## config.mk

```make
export PLATFORM = sky130hd
export DESIGN_NAME = irq_ctrl
export DESIGN_NICKNAME = d
export VERILOG_FILES = /design/src/rtl/irq_ctrl.sv
export SDC_FILE = /design/constraint.sdc
export NUM_CORES = 1
export LEC_CHECK = 0
export ABC_AREA = 1
export CAP_MARGIN = 25
export CORE_UTILIZATION = 40
export DETAILED_ROUTE_END_ITERATION = 7
export HOLD_SLACK_MARGIN = 0.05
export SYNTH_ARGS = -nofsm -noshare
export SYNTH_HDL_FRONTEND = slang
export SYNTH_SLANG_ARGS = --single-unit
```

## constraint.sdc

```tcl
create_clock -name clk -period 1.8 [get_ports clk]
set_input_delay 0.36 -clock clk [delete_from_list [all_inputs] [get_ports clk]]
set_output_delay 0.36 -clock clk [all_outputs]
set_load 0.05 [all_outputs]
```

## src/rtl/irq_ctrl.sv

```systemverilog
// irq_ctrl: aggregates up to 8 asynchronous interrupt sources into one
// registered interrupt line. Each source has a 2-flop synchroniser and an
// edge-detect stage. Pending bits are latched per source, and a per-source
// enable mask gates them. The CSR bank holds IE, IP (write-1-to-clear) and
// EDGE, at three consecutive addresses from BASE_ADDR.
// Optional feature macro: IRQ_CTRL_RETRIGGER_EN. When it is defined, irq_out
// is pulled low for RETRIG_CYCLES cycles after a W1C write that leaves other
// enabled interrupts pending.
module irq_ctrl #(
    parameter logic [4:0] BASE_ADDR     = 5'h18,
    parameter int         NUM_IRQS      = 8,
    parameter logic [7:0] DFL_IE        = 8'h00,
    parameter logic [7:0] DFL_EDGE      = 8'hff,
    parameter int         RETRIG_CYCLES = 4
) (
    input  logic                clk,
    input  logic                rst,
    input  logic [4:0]          csr_a,
    input  logic [7:0]          csr_di,
    input  logic                csr_we,
    output logic [7:0]          csr_do,
    input  logic [NUM_IRQS-1:0] irq_in,
    output logic                irq_out
);

    // Bits at or above NUM_IRQS do not exist: they read 0 and ignore writes.
    localparam logic [8:0] MASK_WIDE = (9'h001 << NUM_IRQS) - 9'h001;
    localparam logic [7:0] IRQ_MASK  = MASK_WIDE[7:0];

    localparam logic [4:0] ADDR_IE   = BASE_ADDR;
    localparam logic [4:0] ADDR_IP   = BASE_ADDR + 5'd1;
    localparam logic [4:0] ADDR_EDGE = BASE_ADDR + 5'd2;

    if (NUM_IRQS < 1 || NUM_IRQS > 8) begin : g_bad_num_irqs
        $error("irq_ctrl: NUM_IRQS must be 1..8");
    end
    if (RETRIG_CYCLES < 1 || RETRIG_CYCLES > 15) begin : g_bad_retrig
        $error("irq_ctrl: RETRIG_CYCLES must be 1..15");
    end

    logic [7:0] irq_ext_s;
    logic [7:0] s1_r, s2_r, s3_r;
    logic [7:0] pend_r, ie_r, edge_r;
    logic [7:0] pend_nxt_s, ie_nxt_s, edge_nxt_s;
    logic [7:0] w1c_s, rise_s;
    logic       we_ie_s, we_ip_s, we_edge_s;
    logic       irq_nxt_s;
    logic       irq_r;

    // Widen the source vector to the full 8-bit register width.
    always_comb begin
        irq_ext_s = 8'h00;
        irq_ext_s[NUM_IRQS-1:0] = irq_in;
    end

    // Decode CSR write strobes. Unmapped addresses produce no strobe.
    always_comb begin
        we_ie_s   = 1'b0;
        we_ip_s   = 1'b0;
        we_edge_s = 1'b0;
        if (csr_we) begin
            case (csr_a)
                ADDR_IE:   we_ie_s   = 1'b1;
                ADDR_IP:   we_ip_s   = 1'b1;
                ADDR_EDGE: we_edge_s = 1'b1;
                default: begin
                    we_ie_s   = 1'b0;
                    we_ip_s   = 1'b0;
                    we_edge_s = 1'b0;
                end
            endcase
        end else begin
            we_ie_s   = 1'b0;
            we_ip_s   = 1'b0;
            we_edge_s = 1'b0;
        end
    end

    // Combinational read mux. It drives 0 outside this block so the bus can OR.
    always_comb begin
        case (csr_a)
            ADDR_IE:   csr_do = ie_r;
            ADDR_IP:   csr_do = pend_r;
            ADDR_EDGE: csr_do = edge_r;
            default:   csr_do = 8'h00;
        endcase
    end

    // Next-state logic for the pending, enable and sense registers.
    // For edge sources, a new edge beats a simultaneous W1C.
    // Level sources copy s2 and ignore W1C.
    always_comb begin
        if (we_ip_s) begin
            w1c_s = csr_di & IRQ_MASK;
        end else begin
            w1c_s = 8'h00;
        end
        rise_s     = s2_r & ~s3_r & edge_r;
        pend_nxt_s = ((edge_r & ((pend_r & ~w1c_s) | rise_s)) | (~edge_r & s2_r)) & IRQ_MASK;
        if (we_ie_s) begin
            ie_nxt_s = csr_di & IRQ_MASK;
        end else begin
            ie_nxt_s = ie_r;
        end
        if (we_edge_s) begin
            edge_nxt_s = csr_di & IRQ_MASK;
        end else begin
            edge_nxt_s = edge_r;
        end
    end

    // Synchroniser chain, CSR state and the registered interrupt output.
    always_ff @(posedge clk or posedge rst) begin
        if (rst) begin
            s1_r   <= 8'h00;
            s2_r   <= 8'h00;
            s3_r   <= 8'h00;
            pend_r <= 8'h00;
            ie_r   <= DFL_IE & IRQ_MASK;
            edge_r <= DFL_EDGE & IRQ_MASK;
            irq_r  <= 1'b0;
        end else begin
            s1_r   <= irq_ext_s;
            s2_r   <= s1_r;
            s3_r   <= s2_r;
            pend_r <= pend_nxt_s;
            ie_r   <= ie_nxt_s;
            edge_r <= edge_nxt_s;
            irq_r  <= irq_nxt_s;
        end
    end

`ifdef IRQ_CTRL_RETRIGGER_EN
    localparam logic [3:0] RETRIG_LOAD = 4'(RETRIG_CYCLES);

    logic [3:0] cnt_r, cnt_nxt_s;
    logic [7:0] cleared_s;
    logic       trig_s;

    // Retrigger detection. A W1C write that really clears an edge bit while
    // other enabled interrupts stay pending reloads the low-window counter.
    // irq_out stays low while the counter is non-zero.
    always_comb begin
        cleared_s = w1c_s & pend_r & edge_r & ~rise_s;
        trig_s    = (cleared_s != 8'h00) && ((pend_nxt_s & ie_r) != 8'h00);
        if (trig_s) begin
            cnt_nxt_s = RETRIG_LOAD;
        end else if (cnt_r != 4'd0) begin
            cnt_nxt_s = cnt_r - 4'd1;
        end else begin
            cnt_nxt_s = 4'd0;
        end
        if (cnt_nxt_s != 4'd0) begin
            irq_nxt_s = 1'b0;
        end else begin
            irq_nxt_s = |(pend_r & ie_r);
        end
    end

    // Low-window counter register.
    always_ff @(posedge clk or posedge rst) begin
        if (rst) begin
            cnt_r <= 4'd0;
        end else begin
            cnt_r <= cnt_nxt_s;
        end
    end
`else
    // Plain level output: any enabled pending bit raises the line.
    always_comb begin
        irq_nxt_s = |(pend_r & ie_r);
    end
`endif

    assign irq_out = irq_r;

endmodule

```

==> impl_summary.md, run 1 <==
Route
The residual antenna-violating net count after detailed routing is 0. Dividing the detail-routed via count by the number of cells gives 4.65. The DRC violations left is 0. The total wire length after detailed routing is 4.26 mm. Across all layers, the routed design uses 1505 vias. After the first detailed-routing iteration, the DRC count stood at 72. The first-pass iteration count of the detailed router is 4.

The routed length per instance is 13.1 um.

Floorplan
The overall die width is 73.6 um. The height of the die is 73.6 um. The placeable core region is 4820 um^2. 33 I/O pins were placed.

The die covers 5410 um^2. The floorplan has 25 rows. Once the floorplan was initialized, standard cells occupied 42.5% of the core.

Clock network
After clock tree synthesis, the flow added hold-fix buffers numbering 0. For the worst-skew pair, the clock arrives at the later sink with an insertion delay of 0.29 ns. The CTS H-tree depth is 2.

The clock transition at the registers of the reported paths is 0.07 ns. Clock tree synthesis selected as its root buffer the cell clkbuf_8. The clock passes through at most 2 buffers.

The clock sink count is 49. TritonCTS built the clock tree. The number of buffers inserted during clock tree synthesis is 5.

Min path
The worst hold path belongs to the class reg -> reg. The number of instances on the worst hold path is 0.

Logic synthesis
The distinct cell type count of the synthesized netlist is 15. The count of state elements after synthesis is 49. The synthesized area divided by synthesized cell count is 9.94 um^2. The primary flip-flop cell chosen by synthesis mapping is dfrtp_1. By count the netlist is led by nand2_1 (74), dfrtp_1 (41), nand3_1 (30), inv_1 (19), o21ai_2 (16). After synthesis the cells add up to 2050 um^2. The synthesized design contains 0 enable-type register cells. The count of yosys warnings during synthesis is 0. The number of nets in the synthesized netlist is 230.

The top cell type's share of synthesized area is 50.1%. The largest total area in the synthesized netlist belongs to dfrtp_1. By area the synthesized netlist is led by dfrtp_1 (50%), nand2_1 (14%), dfstp_2 (10%), nand3_1 (7.3%), o21ai_2 (6.8%). In the post-synthesis netlist, the cell with the most instances is nand2_1. The register area share after synthesis is 60.4%. Synthesis produced a netlist whose cell count is 206. The async set-or-reset flop fraction in the synthesized netlist is 100%.

Timing
The final period utilization is 98.0%. Setup repair after global routing could not meet its margin everywhere. The maximum operating frequency is 567 MHz. The clock arrives with 0.00860 ns of skew. The number of slew-limit violations in the final report is 0.

The clock period minus worst slack is 1.76 ns. Setup violations remaining at the end of the flow were counted as 0. The transition time of the tightest slew-check pin is 0.320 ns. The number of hold-slack violations in the final timing report is 0. The worst slew margin relative to its limit is 78.6%. The worst hold slack is 0.352 ns.

Final layout
The number of antenna diodes in the final layout is 0. From synthesis to final layout, the design area changed by 36.5%. For this run, the share of the core covered by cells in the final layout is 58.1%. The final net count is 281. Excluding fillers, the count of instances in the completed layout stands at 324. The fraction of final layout cells with drive strength greater than 1 is 31.1%. The layout has 434 filler cells.

Power and ir drop
The switching power is 0.000641 W. The static leakage is 1.34 nW. The maximum vdd drop is 0.530 mV. Per report_power, the sequential group accounts for 56.4% of the total. The internal power of the cells is 0.00174 W. Per report_power, the clock group accounts for 26.2% of the total. The switching power share of the total is 27.0%. In this run, the combinational gates consume 17.4% of the power. The overall power consumption is 0.00238 W. In this run the power density over the cells is 851 nW/um^2.

Worst setup path
For the worst setup path, the data required time is 1.44 ns. Counting cells, the worst reg-to-reg path comes to 3. STA puts the critical path data arrival time at 1.40 ns. The class of the most critical setup path is in -> out. STA classifies the critical path endpoint as an output port. The worst setup path is launched from a primary input.

In this run the worst path has a maximum fanout of 7.

GRT
The via count of the first global-routing pass is 1515. The largest net degree at the start of global routing is 50. The first global-routing pass estimated 7.27 mm of wire.

The total congestion overflow is 0. The initial antenna violation count is 0. Global routing used 18.4% of the available tracks across all layers.

Placement
The placer's final routability congestion estimate is 0.765. The count of placed standard cells including taps is 313. The wire-length estimate of the detail-placed layout is 2.75 mm. The count of port buffers added during placement is 32.

Flow run
The number of maximum-capacitance violations is 0.

Status
The run finished with clean final reports.
-- worst paths after layout --
kind,from,end,slack [ns]
min reg2reg,s1_r[7],s2_r[7],0.35
max in group asynchronous,rst,edge_r[7],1.10
min in group asynchronous,rst,s3_r[4],0.41
max,csr_a[1],csr_do[7],0.04
max reg2reg,pend_r[2],irq_out,0.79
min,s1_r[7],s2_r[7],0.35
-- layout make-up --
cell class | instances | area [um^2] | area share, %
repair buffers | 46 | 542 | 19.4
well taps | 67 | 83.8 | 3.00
clock buffers | 7 | 86.3 | 3.09
flip-flops and latches | 49 | 1240 | 44.2
inverters | 21 | 81.3 | 2.91
multi-input cells | 134 | 767 | 27.4
-- layer usage --
metal	vias to the layer above	wire length [um]	track usage, %
met5	-	0	0
met4	0	77	6.41
met3	8	177	4.80
met2	31	2080	29.9
met1	702	1930	23.8
li1	764	-	-
-- critical path, cell delays in order --
cell and delay [ns]:
dlygate4sd2_1 0.25, inv_1 0.07, nand2_2 0.07, nor2_4 0.20, buf_12 0.15, nand2_1 0.06, nand3_2 0.09, buf_12 0.14
-- stage by stage --
stage | cell area (um^2) | setup TNS (ns) | setup slack (ns)
final | 2800 | 0 | 0.0360
after global routing | 2800 | -0.0269 | -0.0139
after global placement | 2600 | -1.86 | -0.236
after floorplan | 2050 | 0 | 0.191
after CTS | 2790 | 0 | 0.0197
after detailed placement | 2600 | -1.98 | -0.235
-- flip-flops by register name, summed over array words and instances, names as in the netlist --
signal   cells
s1_r         8
ie_r         8
pend_r       8
s2_r         8
edge_r       8
irq_out      1
s3_r         8
-- layout by cell type (no fill, tap or decap) --
master	count
nand4_1	2
buf_12	10
nand2_1	71
nor2_4	5
clkbuf_8	6
or2_2	1
nand3_4	2
inv_1	17
nand3_1	22
inv_2	3
nand2_4	1
dfstp_2	8
dfrtp_1	41
buf_16	1
clkbuf_1	1
o21ai_2	16
buf_4	12
nand2_2	3
dlygate4sd2_1	5
nand3_2	11
clkdlybuf4s50_1	18
inv_4	1
-- power groups by stage --
stage | Combinational [W] | Clock, W | Sequential, W
final | 0.000413 | 0.000624 | 0.00134
after global routing | 0.000458 | 0.000694 | 0.00136
after CTS | 0.000419 | 0.000655 | 0.00134
after detailed placement | 0.000403 | 0 | 0.00136
after global placement | 0.000397 | 0 | 0.00136
after floorplan | 0.000228 | 0 | 0.00137
-- repair_timing --
action,in CTS,in global routing
setup endpoints to repair,8,8
pin swaps,5,2
gates resized for setup,21,1
cloned,3,0
setup buffers,1,0
-- kinds of logic after synthesis --
kind of cell           Yosys count  synth area share, %
AND/OR/NAND/NOR                116                 26.9
flip-flops                      49                 60.4
AO/OA/AOI/OAI                   16                 6.84
buffers and inverters           25                 5.86
No activity file was read; power rests on OpenSTA's default activity.
==> inputs of run 2 (changes only) <==
- CORE_UTILIZATION: 40 -> 30
==> impl_summary.md, run 2 (synthesis gave the netlist of run 1 again) <==
GRT
The initial antenna violation count is 0 (unchanged). The total congestion overflow is 0 (unchanged). The total routing resource utilization after global routing came to 13.2% (was 18.4%). The largest net degree at the start of global routing is 50 (unchanged).

The via count of the first global-routing pass is 1473 (was 1515). The global-route wire length before repair was 7.20 mm (was 7.27 mm).

Timing
The number of slew-limit violations in the final report is 0 (unchanged). The number of hold-slack violations in the final timing report was 0 (unchanged). The final period utilization is 95.4% (was 98.0%). The final-layout setup total negative slack is 0 ns (unchanged). The setup violation total in the final timing report is 0 (unchanged). The transition time of the tightest slew-check pin came to 0.267 ns (was 0.320 ns). The clock period minus worst slack was 1.72 ns (was 1.76 ns). The maximum clock skew at final layout is 0.00448 ns (was 0.00860 ns). The maximum operating frequency came to 582 MHz (was 567 MHz). RSZ-0062 raised after global routing: false (was true). The worst hold slack is 0.352 ns (about the same).

The worst slew margin relative to its limit is 82.1% (was 78.6%).

Route
The DRC violations left is 0 (unchanged). The DRC violation total after the first TritonRoute iteration is 48 (was 72). The per-cell via count in the routed design is 4.41 (was 4.65). The residual antenna-violating net count after detailed routing is 0 (unchanged). The routed length per instance is 12.6 um (was 13.1 um). The total wire length after detailed routing is 4.26 mm (about the same). The via count of the routed design came to 1490 (was 1505). The first-pass iteration count of the detailed router is 6 (was 4).

Placement
The count of port buffers added during placement came to 32 (unchanged). The total placed instance area is 2630 um^2 (was 2600 um^2). The post-detailed-placement half-perimeter wirelength is 2.74 mm (was 2.75 mm). The placer's final routability congestion estimate is 0.758 (was 0.765).

Worst setup path
The family with the most delay on the worst path is buffers and inverters (unchanged). The critical path's slowest cell is dlygate4sd2_1 (unchanged). The library cell appearing most often on the critical path is buf_12 (unchanged). The class of the most critical setup path is in -> out (unchanged). The required arrival time at the worst endpoint is 1.44 ns (about the same). The type of destination of the critical path is an output port (unchanged). The stage delay of the slowest cell on the critical path is 0.24 ns (was 0.25 ns). The critical path buffer and inverter count is 5 (was 4). The data arrival at the endpoint of the critical path is 1.36 ns (was 1.40 ns).

The type of element launching the critical path is a primary input (unchanged). List of cells traversed by the critical path: dlygate4sd2_1 > inv_2 > nand2_4 > nor2_4 > buf_12 > buf_8 > nand3_1 > nand3_2 > buf_12 (was dlygate4sd2_1 > inv_1 > nand2_2 > nor2_4 > buf_12 > nand2_1 > nand3_2 > buf_12). The maximum fanout encountered on the critical timing path came to 6 (was 7).

Final layout
The fraction of final layout cells with drive strength greater than 1 came to 34.5% (was 31.1%). Commonest cells after routing, fill and taps aside: nand2_1 (72), dfrtp_1 (41), nand3_2 (19), clkdlybuf4s50_1 (18), inv_1 (17) (was nand2_1 (71), dfrtp_1 (41), nand3_1 (22), clkdlybuf4s50_1 (18), inv_1 (17)). The commonest non-fill, non-tap cell in the layout is nand2_1 (unchanged). The layout filler cell count came to 641 (was 434). The final design instance area without fill was 2860 um^2 (was 2800 um^2). The final net count came to 284 (was 281).

The combined area of the multi-input logic cells was 793 um^2 (was 767 um^2). The area growth from synthesis to layout is 39.7% (was 36.5%). The final standard cell utilization of the core is 44.3% (was 58.1%). The final antenna diode count is 0 (unchanged). The area taken by flip-flops and latches is 1240 um^2 (unchanged).

Power and ir drop
The share of power burned in combinational logic is 17.8% (was 17.4%). The maximum vdd drop came to 0.401 mV (was 0.530 mV). The share of total power in sequential cells is 56.6% (was 56.4%).

The clock network fraction of total power is 25.6% (was 26.2%). The power density of the placed cells is 831 nW/um^2 (was 851 nW/um^2). The switching power came to 0.000661 W (was 0.000641 W). The overall power consumption is 0.00238 W (about the same). The switching power share of the total is 27.8% (was 27.0%).

The internal power of the cells is 0.00172 W (was 0.00174 W). The static leakage is 1.35 nW (was 1.34 nW).

Clock network
The clock root buffer is clkbuf_8 (unchanged). The clock sink count is 49 (unchanged). The TritonCTS clock tree was done (unchanged). The maximum buffer depth of the clock tree is 2 (unchanged). The clock transition at the registers of the reported paths is 0.08 ns (was 0.07 ns). The number of buffers inserted during clock tree synthesis was 5 (unchanged). The CTS H-tree depth is 2 (unchanged). The clock network latency to the later pin of the worst-skew pair was 0.29 ns (about the same).

Floorplan
The area of the die is 7160 um^2 (was 5410 um^2). The height of the die is 84.6 um (was 73.6 um). The total number of placement rows is 29 (was 25). The initial standard-cell utilization of the core came to 31.7% (was 42.5%). The placeable core region is 6460 um^2 (was 4820 um^2). The number of top-level pins is 33 (unchanged). The overall die width was 84.6 um (was 73.6 um).

Status
Run status: completed (unchanged).

Flow run
The number of maximum-capacitance violations is 0 (unchanged).

Min path
The worst min-delay path class is reg -> reg (unchanged).
## run 2: timing repair
action,in CTS,in global routing
buffers inserted,6,0
pin swaps,10,2
hold buffers,0,0
setup endpoints to repair,8,3
resized for setup,30,4
gates cloned,1,0
## run 2: power by group through the flow
stage	Sequential, W	Combinational (W)	Clock, W
2_1_floorplan	0.00137	0.000228	0
3_3_place_gp	0.00136	0.000402	0
3_5_place_dp	0.00136	0.000409	0
4_1_cts	0.00135	0.000428	0.000643
5_1_grt	0.00137	0.000471	0.000680
6_report	0.00135	0.000422	0.000609
## run 2: layout make-up
class                      instances  share of cell area, %
tap                               77                   3.37
inverter                          21                   2.93
timing repair buffer              50                   20.0
sequential                        49                   43.2
clock buffer                       8                   2.80
multi-input combinational        133                   27.7
## run 2: metrics by stage
| step | setup WS, ns | cells |
|---|---|---|
| 3_5_place_dp | -0.196 | 323 |
| 3_3_place_gp | -0.196 | 323 |
| 4_1_cts | 0.0431 | 338 |
| 5_1_grt | 0.0110 | 338 |
| 2_1_floorplan | 0.191 | 206 |
| 6_report | 0.0823 | 338 |
## run 2: worst register-to-register path, stage by stage (launching register included)
cell	delay [ns]
dfrtp_1	0.41
nand2_1	0.09
nand4_1	0.10
or2_2	0.30
## run 2: final timing paths
path,from,slack (ns),endpoint,depth (start not counted)
setup / recovery,csr_a[2],0.08,csr_do[1],9
hold / removal,s1_r[1],0.35,s2_r[1],0
setup reg to reg,pend_r[6],0.78,irq_out,3
hold reg to reg,s1_r[1],0.35,s2_r[1],0
max in group asynchronous,rst,1.11,edge_r[3],3
min in group asynchronous,rst,0.41,s1_r[6],3
## run 2: metal layers
| metal | global-route usage [%] | routed length [um] | vias to the layer above | part of all wire, % |
|---|---|---|---|---|
| met5 | 0 | 0 | - | 0 |
| met2 | 20.7 | 2020 | 28 | 47 |
| met4 | 5.08 | 72 | 0 | 1.7 |
| met1 | 17.6 | 1990 | 692 | 47 |
| li1 | - | - | 765 | - |
| met3 | 3.15 | 169 | 5 | 4.0 |
==> inputs of run 3 (changes only) <==
- CORE_MARGIN: unset -> 2
==> impl_summary.md, run 3 (synthesis gave the netlist of run 1 again) <==
Timing
The maximum operating frequency is 567 MHz (was 582 MHz). The worst setup slack after layout is 0.0360 ns (was 0.0823 ns). RSZ-0062 raised after global routing: true (was false).

The clock period minus worst slack is 1.76 ns (was 1.72 ns). The worst slew margin relative to its limit is 82.1% (about the same). The number of slew-limit violations in the final report is 0 (unchanged). The final period utilization is 98.0% (was 95.4%). The maximum clock skew at final layout came to 0.0115 ns (was 0.00448 ns). The setup violation total in the final timing report was 0 (unchanged). The number of hold-slack violations in the final timing report came to 0 (unchanged). The transition time of the tightest slew-check pin was 0.267 ns (about the same).

Floorplan
The placeable core region is 6680 um^2 (was 6460 um^2). The initial standard-cell utilization of the core came to 30.7% (was 31.7%). The area of the die is 7500 um^2 (was 7160 um^2). The overall die width is 86.6 um (was 84.6 um). The height of the die is 86.6 um (was 84.6 um).

The number of top-level pins is 33 (unchanged). The total number of placement rows came to 30 (was 29).

Final layout
The combined area of the multi-input logic cells came to 827 um^2 (was 793 um^2). The final antenna diode count was 0 (unchanged). The final net count came to 278 (was 284).

Commonest cells after routing, fill and taps aside: nand2_1 (71), dfrtp_1 (41), clkdlybuf4s50_1 (18), inv_1 (17), o21ai_2 (16) (was nand2_1 (72), dfrtp_1 (41), nand3_2 (19), clkdlybuf4s50_1 (18), inv_1 (17)). The final design instance area without fill came to 2910 um^2 (was 2860 um^2). The fraction of final layout cells with drive strength greater than 1 is 34.5% (about the same). The area growth from synthesis to layout is 42.0% (was 39.7%).

The commonest non-fill, non-tap cell in the layout is nand2_1 (unchanged). The layout filler cell count is 666 (was 641). The final standard cell utilization of the core was 43.5% (was 44.3%). The area taken by flip-flops and latches is 1240 um^2 (unchanged). The final cell count without fillers came to 335 (was 338).

Flow run
The number of maximum-capacitance violations is 0 (unchanged).

Clock network
The clock network latency to the later pin of the worst-skew pair is 0.30 ns (was 0.29 ns). The clock transition at the registers of the reported paths is 0.09 ns (was 0.08 ns). The maximum buffer depth of the clock tree is 2 (unchanged). The clock root buffer is clkbuf_8 (unchanged). The number of buffers inserted during clock tree synthesis came to 5 (unchanged). The CTS H-tree depth is 2 (unchanged). The TritonCTS clock tree was done (unchanged). The clock sink count is 49 (unchanged).

Placement
The post-placement setup slack is -0.239 ns (was -0.196 ns). The count of placed standard cells including taps is 323 (unchanged). The count of port buffers added during placement is 32 (unchanged).

The total placed instance area is 2610 um^2 (was 2630 um^2). The placer's final routability congestion estimate came to 0.725 (was 0.758). The post-detailed-placement half-perimeter wirelength is 2.76 mm (was 2.74 mm).

Route
The via count of the routed design came to 1514 (was 1490). The first-pass iteration count of the detailed router came to 4 (was 6). The total wire length after detailed routing is 4.29 mm (was 4.26 mm). The DRC violations left is 0 (unchanged). The per-cell via count in the routed design was 4.52 (was 4.41). The residual antenna-violating net count after detailed routing came to 0 (unchanged). The routed length per instance is 12.8 um (was 12.6 um). The DRC violation total after the first TritonRoute iteration is 77 (was 48).

Worst setup path
The family with the most delay on the worst path was buffers and inverters (unchanged). The data arrival at the endpoint of the critical path was 1.40 ns (was 1.36 ns). The maximum fanout encountered on the critical timing path is 5 (was 6). The critical path's slowest cell is dlygate4sd2_1 (unchanged). The critical path buffer and inverter count is 3 (was 5). The type of element launching the critical path is a primary input (unchanged). The class of the most critical setup path is in -> out (unchanged).

The stage delay of the slowest cell on the critical path came to 0.24 ns (about the same). The flop-to-flop setup slack is 0.79 ns (was 0.78 ns). The type of destination of the critical path is an output port (unchanged). The required arrival time at the worst endpoint is 1.44 ns (about the same). List of cells traversed by the critical path: dlygate4sd2_1 > nand2_2 > nor2_4 > buf_12 > nand3_1 > nand3_4 > buf_12 (was dlygate4sd2_1 > inv_2 > nand2_4 > nor2_4 > buf_12 > buf_8 > nand3_1 > nand3_2 > buf_12). The library cell appearing most often on the critical path is buf_12 (unchanged).

Power and ir drop
The share of power burned in combinational logic is 17.4% (was 17.8%). The power density of the placed cells came to 842 nW/um^2 (was 831 nW/um^2). The share of total power in sequential cells is 55.2% (was 56.6%).

The internal power of the cells came to 0.00175 W (was 0.00172 W). The overall power consumption is 0.00245 W (was 0.00238 W). The switching power share of the total came to 28.4% (was 27.8%).

The switching power came to 0.000696 W (was 0.000661 W). The maximum vdd drop is 0.356 mV (was 0.401 mV). The clock network fraction of total power is 27.4% (was 25.6%).

The static leakage came to 1.35 nW (about the same).

GRT
The total routing resource utilization after global routing is 12.3% (was 13.2%). The largest net degree at the start of global routing came to 50 (unchanged). The via count of the first global-routing pass is 1450 (was 1473). The initial antenna violation count is 0 (unchanged). The total congestion overflow is 0 (unchanged).

The global-route wire length before repair is 7.14 mm (was 7.20 mm).

Status
Run status: completed (unchanged).

Min path
The worst min-delay path class is reg -> reg (unchanged).
[run 3: cell count changes in the layout (fill, tap and decap cells not counted), sizes merged]
cell,previous run,this run
nor2,4,3
clkdlybuf4s15,0,1
buf,27,22
clkinv,0,2
clkbuf,9,6
[run 3: path summary, 6_finish.rpt]
check / from / cells after the start / to
setup / recovery: csr_a[4] / 7 / csr_do[5]
hold reg to reg: s1_r[4] / 0 / s2_r[4]
hold / removal: s1_r[4] / 0 / s2_r[4]
min in group asynchronous: rst / 3 / s2_r[4]
max in group asynchronous: rst / 3 / edge_r[0]
setup reg to reg: ie_r[1] / 3 / irq_out
[run 3: timing repair]
item,4_1_cts,5_1_grt
buffers inserted,3,1
endpoints found under the setup margin,8,8
gates resized for setup,27,12
pin swaps,9,9
hold buffers,0,0
hold endpoints to repair,0,0
gates cloned,2,0
[run 3: worst register-to-register path: cells and delay by family (launching register included)]
family | cells | cell delay, ns
simple gates | 3 | 0.47
flops | 1 | 0.44
[run 3: per-stage QoR]
stage | hold slack [ns] | TNS (ns)
detailed placement | 0.336 | -1.87
CTS | 0.356 | 0
global route | 0.359 | -0.0188
global placement | 0.334 | -1.91
finish | 0.350 | 0
floorplan | 0.331 | 0
[run 3: power by group through the flow]
stage               Clock, W  Combinational [W]  Sequential [W]
detailed placement         0           0.000406         0.00136
finish              0.000670           0.000426         0.00135
global placement           0           0.000399         0.00136
floorplan                  0           0.000228         0.00137
global route        0.000737           0.000475         0.00137
CTS                 0.000695           0.000434         0.00135
[run 3: cell type report]
| cell class | count | share of cell area, % |
|---|---|---|
| multi-input cells | 132 | 28.4 |
| repair buffers | 45 | 19.5 |
| clock inverters | 2 | 0.473 |
| clock buffers | 6 | 2.84 |
| inverters | 21 | 2.80 |
| flip-flops and latches | 49 | 42.5 |
| well taps | 80 | 3.44 |
[run 3: per-layer routing]
metal	part of all wire (%)	up-vias	GRT usage, %
li1	-	751	-
met1	46	724	17.3
met2	48	34	18.9
met3	4.7	5	3.05
met4	1.1	0	3.41
met5	0	-	0
